<file path="config.mk">
export PLATFORM = sky130hd
export DESIGN_NAME = alu_share_ctrl
export DESIGN_NICKNAME = d
export VERILOG_FILES = /design/src/rtl/alu_share_ctrl.sv
export SDC_FILE = /design/constraint.sdc
export NUM_CORES = 1
export LEC_CHECK = 0
export BUFFER_PORTS_ARGS = -buffer_cell sky130_fd_sc_hd__buf_2
export CORE_ASPECT_RATIO = 1.4
export CORE_MARGIN = 5
export CORE_UTILIZATION = 40
export DETAILED_ROUTE_END_ITERATION = 8
export PLACE_DENSITY = 0.8
export SYNTH_ARGS = -nofsm -noshare
export SYNTH_HDL_FRONTEND = slang
export SYNTH_SLANG_ARGS = --single-unit
</file>
<file path="constraint.sdc">
create_clock -name clk -period 1.3 [get_ports clk]
set_input_delay 0.065 -clock clk [delete_from_list [all_inputs] [get_ports clk]]
set_output_delay 0.065 -clock clk [all_outputs]
set_load 0.02 [all_outputs]
</file>
<file path="src/rtl/alu_share_ctrl.sv">
// Shares one alu_top between two requesters: round-robin grant, operand capture,
// fixed-latency wait, then a valid/ready response tagged with the requester id.
module alu_share_ctrl #(
  parameter int N       = 4,
  parameter int ALU_LAT = 1
) (
  input  logic           clk,
  input  logic           reset,
  input  logic [1:0]     req_valid,
  output logic [1:0]     req_ready,
  input  logic [2*N-1:0] req_op1,
  input  logic [2*N-1:0] req_op2,
  input  logic [2*N-1:0] req_sel,
  output logic           rsp_valid,
  input  logic           rsp_ready,
  output logic           rsp_id,
  output logic [2*N-1:0] rsp_result,
  output logic [N-1:0]   alu_operand1,
  output logic [N-1:0]   alu_operand2,
  output logic [N-1:0]   alu_select,
  input  logic [2*N-1:0] alu_result,
  output logic           busy
);

  // Handshakes: a request transfers on a rising edge where req_valid[i] & req_ready[i];
  // a response transfers on a rising edge where rsp_valid & rsp_ready. Valid never
  // waits on ready; the response payload is held stable while rsp_valid is high.

  localparam int CW = (ALU_LAT < 1) ? 1 : $clog2(ALU_LAT + 1);

  typedef enum logic [1:0] {
    IDLE = 2'd0,
    EXEC = 2'd1,
    RESP = 2'd2
  } state_t;

  state_t        state;
  state_t        state_nx;
  logic          last_grant;
  logic [CW-1:0] cnt;
  logic [1:0]    grant;
  logic          grant_id;

  // Round-robin: on a tie the requester that was not served last wins.
  always_comb begin
    grant    = 2'b00;
    grant_id = 1'b0;
    if (state == IDLE && !reset) begin
      case (req_valid)
        2'b01: begin grant = 2'b01; grant_id = 1'b0; end
        2'b10: begin grant = 2'b10; grant_id = 1'b1; end
        2'b11: begin
          if (last_grant) begin grant = 2'b01; grant_id = 1'b0; end
          else            begin grant = 2'b10; grant_id = 1'b1; end
        end
        default: begin grant = 2'b00; grant_id = 1'b0; end
      endcase
    end
  end

  always_comb begin
    state_nx = state;
    case (state)
      IDLE:    if (grant != 2'b00) state_nx = EXEC;
      EXEC:    if (cnt == '0)      state_nx = RESP;
      RESP:    if (rsp_ready)      state_nx = IDLE;
      default: state_nx = IDLE;
    endcase
  end

  always_ff @(posedge clk) begin
    if (reset) begin
      state        <= IDLE;
      last_grant   <= 1'b1;
      cnt          <= '0;
      rsp_id       <= 1'b0;
      rsp_result   <= '0;
      alu_operand1 <= '0;
      alu_operand2 <= '0;
      alu_select   <= '0;
    end else begin
      state <= state_nx;
      case (state)
        IDLE: begin
          if (grant != 2'b00) begin
            alu_operand1 <= grant_id ? req_op1[2*N-1:N] : req_op1[N-1:0];
            alu_operand2 <= grant_id ? req_op2[2*N-1:N] : req_op2[N-1:0];
            alu_select   <= grant_id ? req_sel[2*N-1:N] : req_sel[N-1:0];
            rsp_id       <= grant_id;
            last_grant   <= grant_id;
            cnt          <= CW'(ALU_LAT);
          end
        end
        EXEC: begin
          if (cnt != '0) cnt <= cnt - CW'(1);
          else           rsp_result <= alu_result;
        end
        default: ;
      endcase
    end
  end

  assign req_ready = grant;
  assign rsp_valid = (state == RESP);
  assign busy      = (state != IDLE);

endmodule

</file>
**After elaboration in Yosys (flattened, before gate mapping)**

Cells that the tools add are included.

- Word-level logic and storage cells: 44
- Output and inout port bits: 25
- Flip-flop bits (word level): 25
- Input port bits: 37

- Equality and inequality tests: 8
- Add/subtract/negate cells: 1
- Mux-type cells: 16
- Bitwise gates (word level): 1
- Reduce and logical (&&, ||, !) cells: 10

Operators with widths:

| cell | number |
|---|---|
| two-way mux 4 bit | 3 |
| one-hot mux 2 bit (3 select lines) | 2 |
| two-way mux 2 bit | 5 |
| == test 2 bit (second input constant) | 3 |
| AND reduction 2 bit | 3 |
| nonzero test 2 bit | 3 |
| == test 2 x 1 -> 1 bit (second input constant) | 2 |
| two-way mux 1 bit | 4 |
| != test 2 x 1 -> 1 bit (second input constant) | 2 |
| one-hot mux 1 bit (2 select lines) | 2 |
| AND reduction 3 bit | 1 |
| zero test 2 bit | 1 |
| != test 2 bit (second input constant) | 1 |
| logical AND 1 bit | 1 |
| zero test 1 bit | 1 |
| inverter 1 bit | 1 |
| subtractor 1 bit (second input constant) | 1 |

**Longest topological paths before layout**

Gate-level depths: netlist of run 1.

- Depth after elaboration: 6
- Depth in mapped cells: 6
- Mapped depth without buffers: 3

**Worst setup path before layout of run 1**

OpenSTA, ideal clock, no wires.

- Path type: register -> register
- From: register state[1]
- To: register last_grant
- Path slack: -122 ps
- Data required time: 1169 ps
- Arrival: 1292 ps
- Setup time: 131 ps
- Buffers on the path: 1
- Period minus slack after synthesis: 1422 ps
- Cell stages (with the launch flop): 5
- Path through: dfxtp_1 or3_1 buf_6 a211oi_4 o221ai_2

- Longest elaborated chain between the ends: 5
- Elaborated cells on any way between the ends: 6
- Those cells by class: mux: 2; reduce/logical: 4

Ends and longest elaborated chain:

| item | RTL line | text |
|---|---|---|
| start, declared | 37 | `state_t state;` |
| start signal, assigned | 82 | `state <= state_nx;` |
| zero test 2 bit | 48 | `if (state == IDLE && !reset) begin` |
| logical AND 1 bit | 48 |  |
| two-way mux 2 bit | 48 |  |
| named net req_ready[0] | 10 | `output logic [1:0] req_ready,` |
| nonzero test 2 bit | 85 | `if (grant != 2'b00) begin` |
| AND reduction 2 bit (no source line) | n/a |  |
| end signal, assigned | 90 | `last_grant <= grant_id;` |
| end, declared | 39 | `logic last_grant;` |

The timed path passes the listed nets, and every way through them passes these cells.
A chain may end at the register's enable or synchronous reset.

**Worst setup path after layout of run 1**

- From: register state[0]
- To: output port req_ready[0]

- Longest elaborated chain between the ends: 3

Ends and longest elaborated chain:

| item | RTL line |
|---|---|
| zero test 2 bit | 48 |
| logical AND 1 bit | 48 |
| two-way mux 2 bit | 48 |
| end, declared | 10 |

No other way between the ends.

==> qor.yml, run 1 <==
synth_area_um2: 1170
num_io_pins: 62
hold_viol_final: 0
vias: 1238
final_cell_mix: "59 x buf_2, 23 x dfxtp_1, 14 x a21oi_1, 13 x buf_4, 11 x nand3_1"
firstDrtPassIters: 4
finalWorstSetupSlack_ns: -0.134
antenna_found_initial: 0
cts_tree: "done"
layout-drive-gt1-share: 0.538
relSlewSlack: 0.725
worstPathCellList: "or3_4 > a211oi_4 > buf_6"
fill_cells: 253
cpLargestDelayFamily: "simple AND/OR/NAND/NOR gates"
die_area_um2: 4130
ctsHoldBuffers: 0
power_density_nw_per_um2: 1190
netlist.top_cell.by_area: "dfxtp_1"
core_um2: 2850
yosys_warnings: 0
rsz0062_at_grt: "true"
io_buffer_count: 61
clk_latency_ns: 0.26
cts_root_buf: "clkbuf_8"
ys_seq_area_frac: 0.427
place.gp.congestion: 0.798
use_met2: 0.304
grt_use_met1: 0.178
cap_violations: 0
worst-path-buf-inv: 1
cp-end-kind: "output pin"
clock.fmax_mhz: 697
nets: 235
power_mw: 2.05
slowest_delay_ns: 0.42
ir_drop_mv: 0.638
busiest_layer: "met2"
multi_input_area_um2: 631
die_y_um: 74.0
seq_area_um2: 503
ant_nets: 0
violations: "setup timing"
grt_pass1_wl_mm: 5.42
netlist_top_cells_area: "dfxtp_1 43%, a311oi_1 9.0%, mux2i_1 6.8%, a21oi_1 6.0%, nand3_1 5.1%"
required_ns: 1.24
fin_cells: 234
post-route-util: 0.606
grt_pass1_vias: 1283
diodes: 0
htreeDepth: 1
cp-start-kind: "flop"
p_leak_nw: 0.777
use_met3: 0.0434
fin_crit_ns: 1.43
synth_cells: 125
critPathKind: "flop to output pin"
area_growth_pct: 47.4
worst_pin_slew_ns: 0.413
wl_mm: 3.37
critical_path.max_fanout: 3
final_common_cell: "buf_2"
clock_skew_ns: 0.00123
numCtsBuffers: 3
hold_slack_ns: 0.0314
dp_slack_ns: -0.0484
dp_hpwl_mm: 2.50
status: "complete, but fails checks"
drt_iter0_markers: 21
viasPerCell: 5.29
drc: 0
syn-num-nets: 162
synth.distinct_cells: 30
arrival_ns: 1.37
postSynthAreaPerCell_um2: 9.37
die_x_um: 55.7
cts.sinks: 25
clk_pin_slew_ns: 0.08
grt.overflow.total: 0
cts.path.max_buffers: 2
synth_top_cell_area_share: 0.427
cpMaxStageDelayCell: "or3_4"
fin_crit_sh: 1.10
wl_per_cell_um: 14.4
setup_violations: 15
floorplan.initialDensity: 0.411
min_path_type: "input pin to flop"
rows: 23
ys_ff_latch: 25
dp_cells: 226
finalMaxSlewViolations: 0
gr-usage-all-layers: 0.161
grt_max_degree: 16
[final timing paths]
path              depth (start not counted)  slack [ns]                  start                    endpoint
setup / recovery                          3       -0.13  state[0]$_SDFFE_PP0P_                req_ready[0]
hold / removal                            3        0.03          alu_result[0]  rsp_result[0]$_SDFFE_PP0P_
setup reg to reg                          5       -0.05  state[0]$_SDFFE_PP0P_  alu_select[2]$_SDFFE_PP0P_
hold reg to reg                           2        0.50    rsp_id$_SDFFE_PP0P_         rsp_id$_SDFFE_PP0P_
[registers in the layout, summed over array words and instances, names as in the netlist]
register	count
rsp_result	8
alu_operand1	4
alu_operand2	4
alu_select	4
state	2
cnt	1
last_grant	1
rsp_id	1
[Yosys cell counts]
cell type	instances
a311oi_1	12
nor3_1	1
nor2b_1	1
o21ai_0	5
o32ai_1	1
mux2i_1	8
o21ai_2	1
a211oi_4	1
dfxtp_1	25
and2b_1	1
a31o_2	1
nor3_4	1
or3_1	1
o21ai_1	6
nor2_1	10
nand3_1	12
or2_4	1
clkbuf_1	2
or2_2	1
a21bo_2	1
inv_1	5
buf_8	1
o221ai_2	1
nor3b_1	1
buf_6	3
buf_4	2
a21boi_2	1
and2_1	1
buf_2	4
a21oi_1	14
[cells by family after synthesis]
group                  after synthesis  share of synthesized area
muxes                                8                     0.0684
buffers and inverters               17                     0.0940
and+or+nand+nor                     31                      0.143
DFF                                 25                      0.427
AOI/OAI and AO/OA                   44                      0.267
[metrics by stage]
stage          cell area [um2]  setup TNS, ns
6_report                  1730         -0.571
5_1_grt                   1730          -1.89
4_1_cts                   1660          -1.60
3_5_place_dp              1550         -0.152
3_3_place_gp              1550        -0.0284
2_1_floorplan             1170         -0.199
[routing by layer]
metal,part of all wire,up-vias
met5,0,-
met4,0.0071,0
met3,0.098,4
met2,0.50,63
met1,0.39,569
li1,-,602
[power breakdown]
group	leakage (nW)	switching (mW)	internal (mW)
sequential	0.206	0.0414	0.846
clock	0.0228	0.235	0.219
combinational	0.548	0.386	0.319
total	0.777	0.663	1.38
[tightest hold or removal path: stages]
cell     delay [ns]
buf_2          0.07
mux2i_1        0.06
nor2_1         0.07
[layout make-up]
type,instances,share of cell area
multi-input combinational,83,0.365
sequential,25,0.291
timing repair buffer,80,0.280
tap,37,0.0268
clock buffer,4,0.0261
inverter,5,0.0109
[timing repair]
action | in CTS | in global routing
endpoints found under the setup margin | 12 | 24
gates resized for setup | 14 | 18
gates cloned | 0 | 1
pin swaps | 6 | 5
setup buffers | 4 | 0
No activity file was read; power rests on OpenSTA's default activity.
==> run 2: changes to the inputs <==
- CORE_UTILIZATION: 40 -> 29
- PLACE_DENSITY: 0.8 -> 0.63
==> run 2 against run 1 <==
Effect of this change:
- the flow still finishes with violations (setup timing)
- final area is 19% higher
- final cell count up 9.0%
- sequential share of layout area fell by 4.7 points
- setup slack worse by 0.069 ns
- critical endpoint unchanged
- hold slack worse by 0.0081 ns
==> qor.yml, run 2 (synthesis results as in run 1) <==
worstPathCellList: "or3_4 > buf_6 > a211oi_4 > buf_6"  # was or3_4 > a211oi_4 > buf_6
postPlaceCellArea_um2: 1590  # was 1550 um2
gr-usage-all-layers: 0.139  # was 0.161
fill_cells: 354  # was 253
stdcell_area_um2: 2060  # was 1730 um2
finalWorstSetupSlack_ns: -0.203  # was -0.134 ns
final_cell_mix: "57 x buf_2, 24 x buf_6, 23 x dfxtp_1, 10 x buf_4"  # was 59 x buf_2, 23 x dfxtp_1, 14 x a21oi_1, 13 x buf_4, 11 x nand3_1
die_area_um2: 5430  # was 4130 um2
dp_slack_ns: -0.0418  # was -0.0484 ns
cp-end-kind: "output pin"  # unchanged
nets: 250  # was 235
fin_crit_ns: 1.50  # was 1.43 ns
rsz0062_at_grt: "true"  # unchanged
setup_violations: 26  # was 15
largest_reg_flops: 8  # unchanged
hold_viol_final: 0  # unchanged
cap_violations: 0  # unchanged
io_buffer_count: 61  # unchanged
core_um2: 3920  # was 2850 um2
place.gp.congestion: 0.774  # was 0.798
htreeDepth: 1  # unchanged
min_path_type: "input pin to flop"  # unchanged
required_ns: 1.24  # about the same
grt_pass1_wl_mm: 6.18  # was 5.42 mm
ctsHoldBuffers: 0  # unchanged
drc: 0  # unchanged
die_y_um: 85.2  # was 74.0 um
drt_iter0_markers: 98  # was 21
arrival_ns: 1.44  # was 1.37 ns
crit_path_frequent_cell: "buf_6"
viasPerCell: 5.11  # was 5.29
cp-start-kind: "flop"  # unchanged
num_io_pins: 62  # unchanged
antenna_found_initial: 0  # unchanged
power_mw: 2.31  # was 2.05 mW
status: "complete, but fails checks"  # unchanged
regMostFlops: "rsp_result"  # unchanged
critPathKind: "flop to output pin"  # unchanged
clock_skew_ns: 0.00288  # was 0.00123 ns
critical_path.max_fanout: 2  # was 3
dp_hpwl_mm: 2.57  # was 2.50 mm
cts_tree: "done"  # unchanged
numCtsBuffers: 3  # unchanged
ir_drop_mv: 0.713  # was 0.638 mV
p_leak_nw: 0.901  # was 0.777 nW
fin_crit_sh: 1.16  # was 1.10
final_common_cell: "buf_2"  # unchanged
grt.overflow.total: 0  # unchanged
cts_root_buf: "clkbuf_8"  # unchanged
firstDrtPassIters: 4  # unchanged
area_growth_pct: 75.5  # was 47.4%
ant_nets: 0  # unchanged
layout-drive-gt1-share: 0.651  # was 0.538
setup_tns_ns: -2.98  # was -0.571 ns
worst_pin_slew_ns: 0.417  # was 0.413 ns
grt_max_degree: 25  # was 16
vias: 1304  # was 1,238
violations: "setup timing"  # unchanged
clk_pin_slew_ns: 0.09  # was 0.08 ns
relSlewSlack: 0.722  # was 0.725
cts.path.max_buffers: 2  # unchanged
finalMaxSlewViolations: 0  # unchanged
clk_latency_ns: 0.27  # was 0.26 ns
wl_mm: 3.86  # was 3.37 mm
die_x_um: 63.7  # was 55.7 um
slowest_delay_ns: 0.38  # was 0.42 ns
cpMaxStageDelayCell: "or3_4"  # unchanged
rows: 27  # was 23
grt_pass1_vias: 1318  # was 1,283
diodes: 0  # unchanged
clock.fmax_mhz: 665  # was 697 MHz
cts.sinks: 25  # unchanged
floorplan.initialDensity: 0.299  # was 0.411
power_density_nw_per_um2: 1120  # was 1190 nW/um2
wl_per_cell_um: 15.1  # was 14.4 um
==> run 2: cell types whose count changed in the layout (fill, tap and decap cells not counted), moves of 2 or more <==
cell / before / now
buf_6: 8 / 24
a21oi_1: 14 / 9
a21oi_2: 0 / 5
a311oi_1: 9 / 4
a311oi_2: 3 / 8
buf_12: 0 / 3
buf_4: 13 / 10
nand3_1: 11 / 8
nand3_2: 1 / 4
o21ai_1: 7 / 4
buf_2: 59 / 57
o21ai_0: 0 / 2
==> run 2: layout make-up <==
type / instances / area, um2 / area share
Inverter: 5 / 18.8 / 0.00913
Multi-Input combinational cell: 83 / 717 / 0.349
Tap cell: 43 / 53.8 / 0.0262
Sequential cell: 25 / 503 / 0.245
Clock buffer: 4 / 45.0 / 0.0219
Timing Repair Buffer: 95 / 718 / 0.349
==> run 2: report_power, final <==
part           internal, mW  switching [mW]  total (mW)
Sequential            0.846          0.0447       0.890
Combinational         0.491           0.457       0.948
Clock                 0.220           0.254       0.474
==> run 2: path summary, 6_finish.rpt <==
check / cells after the start / slack, ns / from / to
max: 4 / -0.20 / state[0]$_SDFFE_PP0P_ / req_ready[0]
min: 3 / 0.02 / alu_result[2] / rsp_result[2]$_SDFFE_PP0P_
max reg2reg: 8 / -0.20 / state[1]$_SDFFE_PP0P_ / alu_operand1[2]$_SDFFE_PP0P_
min reg2reg: 2 / 0.50 / rsp_id$_SDFFE_PP0P_ / rsp_id$_SDFFE_PP0P_
==> run 2: critical path, delay by kind of cell (launching register included) <==
kind / cells / cell delay [ns]
simple gates: 1 / 0.38
flops: 1 / 0.33
buf+inv: 2 / 0.28
compound gates: 1 / 0.18
==> run 2: layer usage <==
metal / track usage / share of wire
met1: 0.159 / 0.39
met2: 0.243 / 0.51
met3: 0.0464 / 0.084
met4: 0.0416 / 0.020
met5: 0 / 0
==> run 2: timing repair <==
| item | in CTS | in global routing |
|---|---|---|
| cloned | 5 | 0 |
| pin swaps | 17 | 18 |
| setup buffers | 12 | 4 |
| gates resized for setup | 48 | 24 |
| endpoints found under the setup margin | 23 | 29 |
==> run 2: stage by stage <==
| stage | utilization | hold slack (ns) | instances |
|---|---|---|---|
| floorplan | - | 0.203 | 125 |
| global placement | 0.405 | 0.298 | 233 |
| detailed placement | 0.405 | 0.319 | 233 |
| CTS | 0.497 | 0.0214 | 254 |
| global route | 0.525 | 0.0257 | 255 |
| finish | 0.525 | 0.0233 | 255 |
